**config.mk**
```make
export PLATFORM = sky130hd
export DESIGN_NAME = pipe_stage_skid
export DESIGN_NICKNAME = d
export VERILOG_FILES = /design/src/rtl/pipe_stage_skid.sv
export SDC_FILE = /design/constraint.sdc
export NUM_CORES = 1
export LEC_CHECK = 0
export ABC_AREA = 1
export BUFFER_PORTS_ARGS = -buffer_cell sky130_fd_sc_hd__buf_2
export CORE_MARGIN = 2
export CORE_UTILIZATION = 49
export CTS_CLUSTER_SIZE = 8
export DETAILED_ROUTE_END_ITERATION = 8
export HOLD_SLACK_MARGIN = 0.06
export PLACE_DENSITY = 0.76
export SKIP_CTS_REPAIR_TIMING = 1
export SYNTH_ARGS = -nofsm -noshare
export SYNTH_HDL_FRONTEND = slang
export SYNTH_SLANG_ARGS = --single-unit
export TNS_END_PERCENT = 1
```
**constraint.sdc**
```tcl
create_clock -name clk -period 1.8 [get_ports clk]
set_input_delay 0.09 -clock clk [delete_from_list [all_inputs] [get_ports clk]]
set_output_delay 0.09 -clock clk [all_outputs]
set_load 0.02 [all_outputs]
```
**src/rtl/pipe_stage_skid.sv**
```systemverilog
// Pipeline stage register with valid/ready handshake, 2-entry skid buffer,
// stall/flush control and saturating stall/flush event counters.
module pipe_stage_skid #(
    parameter int                WIDTH      = 64,
    parameter logic [WIDTH-1:0]  FLUSH_MASK = 64'h0000_0000_FFFF_FFFF,
    parameter logic [WIDTH-1:0]  NOP_VALUE  = '0,
    parameter int                CNT_W      = 16
) (
    input  logic             clk,
    input  logic             rst,
    input  logic             in_valid,
    output logic             in_ready,
    input  logic [WIDTH-1:0] in_data,
    output logic             out_valid,
    input  logic             out_ready,
    output logic [WIDTH-1:0] out_data,
    input  logic             stall,
    input  logic             flush,
    output logic [1:0]       occupancy,
    output logic [CNT_W-1:0] stall_cnt,
    output logic [CNT_W-1:0] flush_cnt
);
    // Handshake: a beat moves on a port only in a cycle where valid and ready
    // are both 1 at the rising edge; both sides hold their signals stable
    // for the whole cycle.

    typedef enum logic [1:0] {
        ST_EMPTY = 2'd0,
        ST_ONE   = 2'd1,
        ST_FULL  = 2'd2
    } state_t;

    localparam logic [CNT_W-1:0] CNT_MAX = '1;

    state_t           r_state;
    state_t           w_state_nxt;
    logic [WIDTH-1:0] r_main_data;
    logic [WIDTH-1:0] r_skid_data;
    logic [CNT_W-1:0] r_stall_cnt;
    logic [CNT_W-1:0] r_flush_cnt;
    logic             w_accept;
    logic             w_drain;

    // in_ready depends only on stored state and stall/rst, never on out_ready.
    always_comb begin
        in_ready  = (r_state != ST_FULL) & ~stall & ~rst;
        out_valid = (r_state != ST_EMPTY) & ~stall;
        occupancy = r_state;
    end

    assign w_accept  = in_valid & in_ready;
    assign w_drain   = out_valid & out_ready;
    assign out_data  = r_main_data;
    assign stall_cnt = r_stall_cnt;
    assign flush_cnt = r_flush_cnt;

    always_comb begin
        w_state_nxt = r_state;
        if (flush) begin
            w_state_nxt = ST_EMPTY;
        end else begin
            case (r_state)
                ST_EMPTY: if (w_accept) w_state_nxt = ST_ONE;
                ST_ONE: begin
                    if (w_accept && !w_drain)      w_state_nxt = ST_FULL;
                    else if (!w_accept && w_drain) w_state_nxt = ST_EMPTY;
                end
                ST_FULL:  if (w_drain) w_state_nxt = ST_ONE;
                default:  w_state_nxt = ST_EMPTY;
            endcase
        end
    end

    always_ff @(posedge clk) begin
        if (rst) r_state <= ST_EMPTY;
        else     r_state <= w_state_nxt;
    end

    // A flush keeps the unmasked fields (e.g. the PC) of the main entry visible.
    always_ff @(posedge clk) begin
        if (rst) begin
            r_main_data <= '0;
            r_skid_data <= '0;
        end else if (flush) begin
            r_main_data <= (r_main_data & ~FLUSH_MASK) | (NOP_VALUE & FLUSH_MASK);
        end else begin
            case (r_state)
                ST_EMPTY: if (w_accept) r_main_data <= in_data;
                ST_ONE: begin
                    if (w_accept && w_drain) r_main_data <= in_data;
                    else if (w_accept)       r_skid_data <= in_data;
                end
                ST_FULL:  if (w_drain) r_main_data <= r_skid_data;
                default: ;
            endcase
        end
    end

    always_ff @(posedge clk) begin
        if (rst) begin
            r_stall_cnt <= '0;
            r_flush_cnt <= '0;
        end else begin
            if (flush && r_flush_cnt != CNT_MAX)
                r_flush_cnt <= r_flush_cnt + 1'b1;
            if (stall && !flush && r_stall_cnt != CNT_MAX)
                r_stall_cnt <= r_stall_cnt + 1'b1;
        end
    end

endmodule
```
=== Word level (Yosys, flattened, before mapping) ===
Cells that the tools add are included.

* Bits in registers: 162
* Input bits: 70
* Output and inout port bits: 100
* Word-level logic and storage cells: 52

* $add $sub $neg: 2
* Equality and inequality tests: 9
* Muxes and demuxes: 9
* Bitwise gates (word level): 9
* Reductions and logical operators: 17

{| class="wikitable"
|+ Operators by type and width
! operator !! count
|-
| $mux 64 || 3
|-
| $pmux 64 s3 || 1
|-
| $add 16x1->16 const B || 2
|-
| $ne 16x16->1 const B || 2
|-
| $mux 2 || 4
|-
| $ne 2x2->1 const B || 4
|-
| $reduce_and 4->1 || 2
|-
| $logic_and 1x1->1 || 6
|-
| $pmux 2 s3 || 1
|-
| $and 1x1->1 || 5
|-
| $reduce_and 5->1 || 1
|-
| $not 1->1 || 4
|-
| $logic_not 1->1 || 3
|-
| $ne 3x3->1 const B || 1
|-
| $reduce_and 3->1 || 1
|-
| $reduce_bool 3->1 || 1
|-
| $eq 2x1->1 const B || 1
|-
| $eq 2x2->1 const B || 1
|-
| $logic_not 2->1 || 1
|-
| $reduce_bool 2->1 || 1
|-
| $reduce_or 2->1 || 1
|}

=== Depth between registers and ports, before layout ===
Gate-level depths: netlist of the first run.

* Depth in word-level cells: 9
* Gate-level depth with buffers: 15
* Gate-level depth less buffers: 12

=== Least setup slack after synthesis of the first run ===
No wires, ideal clock.

* Kind: reg2reg
* Start point: register r_state[0], in the netlist occupancy[0]
* End point: register r_main_data[12], in the netlist out_data[12]
* Setup time: 70 ps
* Arrival time: 2,140 ps
* Required time: 1,730 ps
* Path slack: -411 ps
* Cell stages (with the launch flop): 12
* Path buffers: 2
* Clock period less this slack: 2,211 ps
* Path through: dfxtp_1 -> nor2_1 -> nor2_2 -> nand2_1 -> inv_1 -> ha_1 -> inv_1 -> o21ai_1 -> buf_2 -> clkbuf_1 -> nand4_1 -> a21oi_1

* Elaborated cells between the ends (all ways): 17
* Classes of those cells: eq/ne (6); mux (1); bitwise (5); reduce/logical (5)

{| class="wikitable"
|+ RTL lines
! what !! RTL line !! text
|-
| from (decl) || 35 || <nowiki>state_t r_state;</nowiki>
|-
| from (signal assigned) || 76 || <nowiki>else r_state <= w_state_nxt;</nowiki>
|-
| $reduce_bool 2->1 (*) || 47 || <nowiki>out_valid = (r_state != ST_EMPTY) & ~stall;</nowiki>
|-
| $and 1x1->1 (*) || 47 ||
|-
| named net out_valid || 14 || <nowiki>output logic out_valid,</nowiki>
|-
| $and 1x1->1 (*) || 52 || <nowiki>assign w_drain = out_valid & out_ready;</nowiki>
|-
| $logic_and 1x1->1 || 90 || <nowiki>if (w_accept && w_drain) r_main_data <= in_data;</nowiki>
|-
| $ne 2x2->1 (no line) || n/a ||
|-
| $reduce_and 4->1 (no line) (*) || n/a ||
|-
| to (signal assigned) || 88 || <nowiki>ST_EMPTY: if (w_accept) r_main_data <= in_data;</nowiki>
|-
| to (signal assigned) || 90 ||
|-
| to (signal assigned) || 93 || <nowiki>ST_FULL: if (w_drain) r_main_data <= r_skid_data;</nowiki>
|-
| to (decl) || 37 || <nowiki>logic [WIDTH-1:0] r_main_data;</nowiki>
|}

Mark *: on every way through the listed nets, which the timed path passes. The rest lies on a longest branch.
A chain may end at the register's enable or synchronous reset.

=== Worst setup path in the final report of the first run ===
* Start point: register r_state[0], in the netlist occupancy[0]
* End point: output port in_ready

* Longest elaborated chain between the ends: 3

{| class="wikitable"
|+ RTL lines
! what !! RTL line !! text
|-
| $ne 2x2->1 || 46 || <nowiki>in_ready = (r_state != ST_FULL) & ~stall & ~rst;</nowiki>
|-
| $and 1x1->1 (2 in series) || 46 ||
|-
| to (decl) || 12 || <nowiki>output logic in_ready,</nowiki>
|}

Every way passes these cells.

==> results of run 1 <==
[metrics by stage]
step / worst slack, ns / cell area [sq um] / instances / utilization, % / hold WS, ns
finish: -0.0893 / 10200 / 1578 / 67.1 / 0.0825
global route: -0.212 / 10200 / 1578 / 67.1 / 0.0680
CTS: -0.299 / 9290 / 1501 / 61.3 / -0.112
detailed placement: -0.0974 / 8690 / 1470 / 57.4 / 0.338
global placement: -0.0319 / 8690 / 1470 / 57.4 / 0.329
floorplan: -0.0375 / 7600 / 1143 / - / 0.211
[power groups by stage]
stage / registers [W] / clock network [W] / logic, W
3_5_place_dp: 0.00375 / 0 / 0.000625
6_report: 0.00367 / 0.00368 / 0.000773
4_1_cts: 0.00367 / 0.00374 / 0.000630
2_1_floorplan: 0.00382 / 0 / 0.000306
5_1_grt: 0.00368 / 0.00389 / 0.000847
3_3_place_gp: 0.00375 / 0 / 0.000621
[how the worst max path moves through the flow]
stage	endpoint	slack, ns	depth (start not counted)
final	in_ready	-0.09	7
after global routing	out_data[53]	-0.21	14
after CTS	in_ready	-0.30	7
after detailed placement	r_skid_data[45]	-0.1	12
after global placement	r_skid_data[60]	-0.03	12
after floorplan	out_data[37]	-0.04	14
[cells in the mapped netlist]
| cell | count | area, sq um |
|---|---|---|
| sky130_fd_sc_hd__o21ai_1 | 2 | 10.0 |
| sky130_fd_sc_hd__and3_1 | 1 | 6.26 |
| sky130_fd_sc_hd__buf_4 | 8 | 60.1 |
| sky130_fd_sc_hd__buf_1 | 3 | 11.3 |
| sky130_fd_sc_hd__clkbuf_1 | 27 | 101 |
| sky130_fd_sc_hd__nor3_1 | 5 | 25.0 |
| sky130_fd_sc_hd__nand2_2 | 2 | 12.5 |
| sky130_fd_sc_hd__nor2_1 | 226 | 848 |
| sky130_fd_sc_hd__nand3b_1 | 2 | 15.0 |
| sky130_fd_sc_hd__nand3_1 | 23 | 115 |
| sky130_fd_sc_hd__o21ai_0 | 79 | 395 |
| sky130_fd_sc_hd__inv_2 | 2 | 7.51 |
| sky130_fd_sc_hd__nand3_2 | 1 | 10.0 |
| sky130_fd_sc_hd__buf_2 | 26 | 130 |
| sky130_fd_sc_hd__xor2_1 | 8 | 70.1 |
| sky130_fd_sc_hd__inv_1 | 137 | 514 |
| sky130_fd_sc_hd__nor2_2 | 2 | 12.5 |
| sky130_fd_sc_hd__xnor2_1 | 3 | 26.3 |
| sky130_fd_sc_hd__o21bai_1 | 5 | 37.5 |
| sky130_fd_sc_hd__a21oi_1 | 121 | 606 |
| sky130_fd_sc_hd__buf_6 | 3 | 33.8 |
| sky130_fd_sc_hd__nand4_4 | 1 | 21.3 |
| sky130_fd_sc_hd__ha_1 | 4 | 50.1 |
| sky130_fd_sc_hd__nand4_1 | 36 | 225 |
| sky130_fd_sc_hd__dfxtp_1 | 162 | 3240 |
| sky130_fd_sc_hd__nand2_1 | 254 | 953 |
[area by class of cell]
class,count,area (sq um)
fillers,1295,4980
well taps,188,235
repair buffers,283,2070
clock inverters,7,96.3
clock buffers,24,503
flip-flops and latches,162,3250
multi-input cells,775,3490
inverters,139,524
[sequential cells by signal, summed over array words and instances, names as in the netlist]
signal / count
r_skid_data: 64
stall_cnt: 16
out_data: 64
occupancy: 2
flush_cnt: 16
[critical path: stages (launching register included)]
cell and delay (ns):
sky130_fd_sc_hd__dfxtp_4 0.38, sky130_fd_sc_hd__inv_4 0.05, sky130_fd_sc_hd__nand2_8 0.09, sky130_fd_sc_hd__buf_16 0.18, sky130_fd_sc_hd__inv_1 0.08, sky130_fd_sc_hd__buf_4 0.20, sky130_fd_sc_hd__nor3_1 0.18, sky130_fd_sc_hd__buf_2 0.20
[placed cells by master (no fill, tap or decap), types with 4 or more instances in the layout]
cell	count
sky130_fd_sc_hd__a21oi_1	120
sky130_fd_sc_hd__buf_12	6
sky130_fd_sc_hd__buf_2	169
sky130_fd_sc_hd__buf_4	33
sky130_fd_sc_hd__buf_6	4
sky130_fd_sc_hd__clkbuf_16	23
sky130_fd_sc_hd__dfxtp_1	160
sky130_fd_sc_hd__dlygate4sd3_1	64
sky130_fd_sc_hd__ha_1	4
sky130_fd_sc_hd__inv_1	135
sky130_fd_sc_hd__nand2_1	252
sky130_fd_sc_hd__nand3_1	23
sky130_fd_sc_hd__nand4_1	36
sky130_fd_sc_hd__nor2_1	224
sky130_fd_sc_hd__nor2_4	4
sky130_fd_sc_hd__nor3_1	5
sky130_fd_sc_hd__o21ai_0	79
sky130_fd_sc_hd__o21bai_1	5
sky130_fd_sc_hd__xor2_1	8
[metal layers]
layer | vias to the layer above | share of wire, %
met3 | 57 | 7.1
li1 | 4047 | -
met1 | 3632 | 43
met4 | 0 | 2.2
met2 | 337 | 47
met5 | - | 0
[cells by family after synthesis]
group	synth area share, %
xor gates and xnor gates	1.28
AOI/OAI and AO/OA	13.9
adders and majority gates	0.664
and+or+nand+nor	29.8
DFF	43.0
buffers and inverters	11.4
==> flow_summary.toml, run 1 <==
[grt]
grtUsageMet2_pct = 36.6
grt_max_degree = 110
global_route.peak_usage_layer = "met2"
track_usage_pct = 22.7
grt.met1_usage_pct = 30.2
groute.layer.met3.usage_pct = 5.97
grt_remaining_overflow = 0
grt_antenna_before_repair = 0
first_pass_grt_wire_length_microns = 30300
first_global_vias = 6356

[logic_synthesis]
yosys_register_bits = 162
netlist_area_sq_um = 7540
ys_types = 26
ys.warnings.count = 0
synthesized_net_count = 1217
seq_area_frac_synth_pct = 43.0
syn_area_per_cell_sq_um = 6.60
synthCells = 1143

[critical_path]
r2r-end = "out_data[30]"
required_ns = 1.71
worst-path-max-fanout = 28
worst-setup-path-type = "reg -> out"
regToRegStartpoint = "occupancy[0]"
worst-r2r-cell-count = 12
worstPathArrival_ns = 1.80
startpoint_type = "register"
setup.reg_to_reg.worst_slack_ns = -0.07
critical_path_start = "occupancy[0]"
worstSetupEndpointType = "output port"

[floorplan]
fp.dieArea_sq_um = 16400
die-width_microns = 128
placementRows = 45
floorplan.die.height_microns = 128
initial_utilization_pct = 49.8
ioPinCount = 170
floorplan.core_area_sq_um = 15100

[placement]
globalplace.congestion = 0.809
dpl.hpwl_microns = 12300
number_of_buffer_cells_added_on_primary_ports = 169

[hold_path]
whs_endpoint = "flush_cnt[12]"
min_delay_path_depth = 3
hold_class = "in -> reg"
worstHoldStart = "flush"

[clock_network]
cts-buffers-inserted = 17
tritoncts_clock_tree = "built"
clk_root_buffer_cell = "sky130_fd_sc_hd__clkbuf_16"
max-clock-path-buffers = 2
tritoncts_num_sinks = 162
cts_max_level = 4
path_clk_slew_ns = 0.06
clock_latency_ns = 0.43

[sta]
slew_headroom_pct = 60.2
period_minus_slack_ns = 1.89
fin_ws_ns = -0.0893
final.setup_skew_ns = 0.00759
fmaxAchievable_mhz = 529
finalCritPeriodShare_pct = 105
worstMarginPinSlew_ns = 0.597
report.final.hold_viol_count = 0
rsz0062_at_grt = "yes"
finalMaxSlewViolations = 0
report.final.setup_viol = 104
fin_tns_setup_ns = -2.55

[power_and_ir_drop]
clock_share_of_power_pct = 45.3
p_leak_nw = 4.77
report.power.total_w = 0.00813
power.share.sequential_pct = 45.2
comb_power_share_pct = 9.5
power_per_cell_area_nw_per_um2 = 800
power_switching_share_pct = 23.6
net-switching-power_w = 0.00192
ir_drop_v = 0.000693
power.internal_w = 0.00621

[finish]
finalNetCount = 1452
number_of_antenna_diodes = 0
syn_to_final_growth_pct = 34.8
final_layout_size_suffix_gt1_share_pct = 19.1

[detailed_routing]
dr_total_vias = 8073
final_ant_viol_nets = 0
vias_per_cell = 5.12
routed_wire_length_per_instance_microns = 14.0
totalWireLength_microns = 22000
detail_route.first_pass.iterations = 7
drt_iter0_markers = 508
post-route-drc-count = 0

[status]
violations = "negative setup slack"
result_of_the_run = "finished with violations"

[run]
max_cap_viols = 0
Note: power is estimated with default switching activity, not from simulation.
==> inputs of run 2 (changes only) <==
Settings changed: ABC_AREA 1 to 0, CORE_UTILIZATION 49 to 48, REMOVE_ABC_BUFFERS from default to 1.
==> run 2 against run 1 <==
The run still ends with negative setup slack left. Register-to-register slack lost 0.19 ns. Critical endpoint is now out_data[9]. Largest power group unchanged. Area after synthesis shrank 8.3%. Global-route usage shrank 0.16 points. Synthesized cell count shrank 28%. Total power grew 0.11%. Highest routed layer unchanged. Clock power is essentially flat.
==> flow_summary.toml, run 2 <==
[sta]
fmaxAchievable_mhz = 485
slew_headroom_pct = 37.3
period_minus_slack_ns = 2.06
finalCritPeriodShare_pct = 114
final.setup_skew_ns = 0.00694
fin_ws_ns = -0.260
report.final.hold_viol_count = 0
worstMarginPinSlew_ns = 0.940
finalMaxSlewViolations = 0
report.final.setup_viol = 125
rsz0062_at_grt = "yes"

[finish]
area_taken_by_multi_input_logic_gates_sq_um = 3480
mostFrequentLayoutCell = "sky130_fd_sc_hd__nand2_1"
final_layout_size_suffix_gt1_share_pct = 30.2
number_of_antenna_diodes = 0
post-route-cell-area_sq_um = 9980
finalNetCount = 1156
syn_to_final_growth_pct = 44.4
regArea_sq_um = 3260
fillerInstances = 1046
layout_common_cells = "sky130_fd_sc_hd__nand2_1 (203), sky130_fd_sc_hd__buf_2 (168), sky130_fd_sc_hd__dfxtp_1 (153)"

[floorplan]
initial_utilization_pct = 49.4
fp.dieArea_sq_um = 15400
die-width_microns = 124
floorplan.core_area_sq_um = 14000
floorplan.die.height_microns = 124
ioPinCount = 170
placementRows = 43

[clock_network]
cts-buffers-inserted = 17
path_clk_slew_ns = 0.07
clock_latency_ns = 0.42
cts_max_level = 4
tritoncts_num_sinks = 162
tritoncts_clock_tree = "built"
clk_root_buffer_cell = "sky130_fd_sc_hd__clkbuf_16"
max-clock-path-buffers = 2

[grt]
grt_max_degree = 92
grt_antenna_before_repair = 0
first_pass_grt_wire_length_microns = 27300
first_global_vias = 5775
track_usage_pct = 22.6
grt_remaining_overflow = 0

[critical_path]
worst_path_max_delay_cell = "sky130_fd_sc_hd__or4b_4"
worst-path-max-fanout = 7
crit_path_cell_trace = "buf_6, or4b_4, o221ai_4, buf_12, buf_12, clkbuf_16, nor2_4, a311oi_2"
worstSetupEndpointType = "register"
max_stage_delay_ns = 0.50
worst-setup-path-type = "reg -> reg"
cell_family_with_most_cp_delay = "buffers and inverters"
required_ns = 2.14
worst-path-buf-inv = 4
startpoint_type = "register"
worstPathArrival_ns = 2.40
cp_common_cell = "sky130_fd_sc_hd__buf_12"

[hold_path]
hold_class = "in -> reg"

[power_and_ir_drop]
power.share.sequential_pct = 45.1
power_per_cell_area_nw_per_um2 = 816
power.internal_w = 0.00626
comb_power_share_pct = 9.6
ir_drop_v = 0.000674
net-switching-power_w = 0.00188
power_switching_share_pct = 23.1
p_leak_nw = 4.17
clock_share_of_power_pct = 45.3

[logic_synthesis]
synth.top_cells.by_count = "sky130_fd_sc_hd__nand2_1 (203), sky130_fd_sc_hd__dfxtp_1 (162), sky130_fd_sc_hd__a21oi_1 (118)"
synthTopCellsByArea = "sky130_fd_sc_hd__dfxtp_1 (47%), sky130_fd_sc_hd__nand2_1 (11%), sky130_fd_sc_hd__a21oi_1 (8.5%), sky130_fd_sc_hd__a311oi_1 (8.1%), sky130_fd_sc_hd__mux2i_1 (5.5%)"
netlist_area_sq_um = 6910
top_area_cell_type_share_of_the_netlist_area_pct = 46.9
synthCells = 823
count_of_flip_flops_with_a_built_in_enable_after_synthesis = 0
yosys_register_bits = 162
ys_types = 39
synth_top_cell_by_area = "sky130_fd_sc_hd__dfxtp_1"
async_sr_flop_fraction_pct = 0
synth.most_common_cell = "sky130_fd_sc_hd__nand2_1"
syn_area_per_cell_sq_um = 8.40
postSynth.topFlopCell = "sky130_fd_sc_hd__dfxtp_1"
ys.warnings.count = 0
seq_area_frac_synth_pct = 46.9

[detailed_routing]
detail_route.first_pass.iterations = 5
vias_per_cell = 5.52
drt_iter0_markers = 443
totalWireLength_microns = 20000
final_ant_viol_nets = 0
routed_wire_length_per_instance_microns = 15.7
dr_total_vias = 7024
post-route-drc-count = 0

[placement]
dpl.hpwl_microns = 11200
dpl_worst_slack_ns = -0.346
globalplace.congestion = 0.856
number_of_buffer_cells_added_on_primary_ports = 169
placedInstanceArea_sq_um = 8170

[status]
violations = "negative setup slack"
result_of_the_run = "finished with violations"

[run]
max_cap_viols = 0
run 2: cell types whose count changed in the layout (fill, tap and decap cells not counted), moves of 27 or more:
cell                       change
sky130_fd_sc_hd__o21ai_0      -64
sky130_fd_sc_hd__a311oi_1     +56
sky130_fd_sc_hd__nand2_1      -49
sky130_fd_sc_hd__inv_1       -130
sky130_fd_sc_hd__nor2_1      -186
sky130_fd_sc_hd__nand4_1      -27
sky130_fd_sc_hd__mux2i_1      +38
run 2: cell type report:
class / count / area share (%)
clock inverters: 8 / 1.29
clock buffers: 22 / 4.65
multi-input cells: 585 / 34.9
well taps: 180 / 2.26
inverters: 8 / 0.301
flip-flops and latches: 162 / 32.7
repair buffers: 308 / 23.9
run 2: worst min-delay path, stage by stage:
cell and delay [ns]:
sky130_fd_sc_hd__buf_2 0.19, sky130_fd_sc_hd__a21oi_1 0.15, sky130_fd_sc_hd__nor3_1 0.05
run 2: final timing paths:
path	start	to	slack, ns	cells after the start
setup / recovery	occupancy[0]	out_data[9]	-0.26	8
hold / removal	flush	flush_cnt[2]	0.11	3
setup reg to reg	occupancy[0]	out_data[9]	-0.26	8
hold reg to reg	r_skid_data[34]	r_skid_data[34]	0.45	2
run 2: kinds of logic after synthesis:
kind of cell             after synthesis  share of synthesized area (%)
multiplexers                          42                           6.15
flip-flops                           162                           46.9
adder cells (fa/ha/maj)                4                          0.724
XOR/XNOR                               2                          0.253
AO/OA/AOI/OAI                        209                           19.2
buffers and inverters                 76                           5.70
AND/OR/NAND/NOR                      328                           21.0
run 2: power by group through the flow:
| stage | combinational [W] | sequential, W | clock [W] |
|---|---|---|---|
| CTS | 0.000568 | 0.00367 | 0.00372 |
| detailed placement | 0.000567 | 0.00375 | 0 |
| floorplan | 0.000195 | 0.00381 | 0 |
| finish | 0.000781 | 0.00367 | 0.00369 |
| global route | 0.000841 | 0.00367 | 0.00391 |
| global placement | 0.000560 | 0.00375 | 0 |
run 2: per-layer routing:
layer  vias to the layer above  global-route usage [%]  part of all wire [%]
li1                       3445                       -                     -
met1                      3283                    29.7                    43
met2                       265                    35.4                    50
met3                        31                    6.23                   6.3
met4                         0                    8.64                   1.4
met5                         -                       0                     0
run 2: through the flow:
| step | TNS (ns) | total power, W | hold slack (ns) | utilization, % | instances |
|---|---|---|---|---|---|
| finish | -11.51 | 0.00814 | 0.105 | 71.3 | 1273 |
| floorplan | -350.93 | 0.00400 | 0.159 | - | 755 |
| global route | -24.08 | 0.00843 | 0.150 | 71.3 | 1273 |
| global placement | -28.47 | 0.00431 | 0.343 | 58.4 | 1162 |
| detailed placement | -32.12 | 0.00431 | 0.349 | 58.4 | 1162 |
| CTS | -32.92 | 0.00795 | -0.102 | 62.7 | 1192 |
==> inputs of run 3 (changes only) <==
Settings changed: CORE_MARGIN 2 to default.
==> run 3 against run 2 <==
The flow still finishes with violations (negative setup slack). Register-to-register slack got worse by 0.15 ns. Clock-buffer cell count decreased by 1. Design area decreased by 0.97%. Utilization decreased by 0.69 points. Global-route usage increased by 0.53 points. Non-clock buffer count decreased by 2. Via count increased by 2.1%. Setup slack got worse by 0.15 ns. Largest cell class unchanged. Highest routed layer unchanged.
==> flow_summary.toml, run 3 (synthesized netlist as in run 2, its figures left out) <==
[clock_network]
tritoncts_num_sinks = 162
clk_root_buffer_cell = "sky130_fd_sc_hd__clkbuf_16"
max-clock-path-buffers = 2
path_clk_slew_ns = 0.06
cts_max_level = 4
tritoncts_clock_tree = "built"
cts-buffers-inserted = 17
clock_latency_ns = 0.42

[critical_path]
worstSetupEndpointType = "register"
worst-r2r-cell-count = 7
required_ns = 2.09
setup.reg_to_reg.worst_slack_ns = -0.41
crit_path_end = "out_data[56]"
worst-path-max-fanout = 7
worstPathArrival_ns = 2.51
regToRegStartpoint = "occupancy[0]"
r2r-end = "out_data[56]"
startpoint_type = "register"
worst-setup-path-type = "reg -> reg"
critical_path_start = "occupancy[0]"

[detailed_routing]
detail_route.first_pass.iterations = 5
final_ant_viol_nets = 0
drt_iter0_markers = 648
vias_per_cell = 5.63
post-route-drc-count = 0
dr_total_vias = 7170
routed_wire_length_per_instance_microns = 16.7
totalWireLength_microns = 21200

[finish]
syn_to_final_growth_pct = 43.0
fin_util_pct = 70.7
mostFrequentLayoutCell = "sky130_fd_sc_hd__nand2_1"
finalNetCount = 1154
layout_common_cells = "sky130_fd_sc_hd__nand2_1 (203), sky130_fd_sc_hd__buf_2 (168), sky130_fd_sc_hd__dfxtp_1 (157)"
final_layout_size_suffix_gt1_share_pct = 29.9

[status]
violations = "negative setup slack"
result_of_the_run = "finished with violations"

[grt]
track_usage_pct = 23.1
grt_max_degree = 135
grt_remaining_overflow = 0
first_pass_grt_wire_length_microns = 27300
grt_antenna_before_repair = 0
first_global_vias = 5679

[sta]
finalCritPeriodShare_pct = 123
period_minus_slack_ns = 2.21
worstMarginPinSlew_ns = 0.752
finalMaxSlewViolations = 0
report.final.hold_viol_count = 0
report.final.setup_viol = 129
final.setup_skew_ns = 0.00864
fmaxAchievable_mhz = 452
slew_headroom_pct = 49.9
rsz0062_at_grt = "yes"
hold_ws_ns = 0.138
fin_ws_ns = -0.413

[power_and_ir_drop]
power.internal_w = 0.00620
power_per_cell_area_nw_per_um2 = 822
ir_drop_v = 0.000683
net-switching-power_w = 0.00192
p_leak_nw = 4.14
power_switching_share_pct = 23.7
comb_power_share_pct = 9.7
clock_share_of_power_pct = 45.1
power.share.sequential_pct = 45.2

[hold_path]
hold_class = "in -> reg"

[floorplan]
fp.dieArea_sq_um = 14900
floorplan.die.height_microns = 122
initial_utilization_pct = 49.4
floorplan.core_area_sq_um = 14000
ioPinCount = 170
placementRows = 43
die-width_microns = 122

[placement]
dpl.hpwl_microns = 11000
globalplace.congestion = 0.810
number_of_buffer_cells_added_on_primary_ports = 169

[run]
max_cap_viols = 0
run 3: cell count changes in the layout (fill, tap and decap cells not counted), moves of 4 or more:
cell	previous run	this run
sky130_fd_sc_hd__a21oi_1	117	100
sky130_fd_sc_hd__nor2_1	38	48
sky130_fd_sc_hd__a21oi_2	1	17
sky130_fd_sc_hd__nor2_4	6	0
sky130_fd_sc_hd__dfxtp_1	153	157
sky130_fd_sc_hd__nor2_2	7	3
run 3: routing by layer:
| layer | vias up | routed length (microns) | track usage [%] |
|---|---|---|---|
| met1 | 3381 | 9040 | 30.6 |
| met4 | 0 | 478 | 7.79 |
| met3 | 55 | 1220 | 4.59 |
| met5 | - | 0 | 0 |
| met2 | 295 | 10500 | 37.5 |
| li1 | 3439 | - | - |
run 3: worst max-delay path: stages (launching register included):
cell and delay [ns]:
sky130_fd_sc_hd__dfxtp_4 0.36, sky130_fd_sc_hd__buf_6 0.12, sky130_fd_sc_hd__or4b_4 0.54, sky130_fd_sc_hd__o221ai_4 0.29
sky130_fd_sc_hd__buf_6 0.19, sky130_fd_sc_hd__clkbuf_16 0.17, sky130_fd_sc_hd__a21oi_1 0.06, sky130_fd_sc_hd__a311oi_1 0.35
run 3: cell type report:
cell class | instances | area, sq um
repair buffers | 306 | 2310
fillers | 1036 | 4110
well taps | 180 | 225
flip-flops and latches | 162 | 3250
diodes | 1 | 2.50
clock buffers | 21 | 450
multi-input cells | 585 | 3480
inverters | 8 | 30.0
clock inverters | 10 | 134
run 3: worst min path at each step:
stage	from	end	slack [ns]	depth (start not counted)
after floorplan	rst	flush_cnt[11]	0.16	1
after global placement	in_data[4]	r_skid_data[4]	0.34	3
after detailed placement	in_data[46]	r_skid_data[46]	0.35	3
after CTS	in_data[37]	r_skid_data[37]	-0.10	3
after global routing	flush	flush_cnt[2]	0.13	3
final	flush	flush_cnt[2]	0.14	3
run 3: power groups by stage:
stage                     sequential (W)  clock, W  combinational, W
after floorplan                  0.00381         0          0.000195
after global placement           0.00374         0          0.000557
after detailed placement         0.00375         0          0.000562
after CTS                        0.00367   0.00368          0.000566
after global routing             0.00367   0.00385          0.000839
final                            0.00367   0.00367          0.000788
run 3: through the flow:
step | power, W | TNS (ns) | instances | area (sq um) | setup slack (ns)
finish | 0.00813 | -20.80 | 1273 | 9880 | -0.413
global route | 0.00836 | -32.02 | 1272 | 9880 | -0.440
CTS | 0.00791 | -33.85 | 1192 | 8760 | -0.359
detailed placement | 0.00431 | -28.88 | 1161 | 8180 | -0.307
global placement | 0.00430 | -25.07 | 1161 | 8180 | -0.245
floorplan | 0.00400 | -350.93 | 755 | 6550 | -2.87
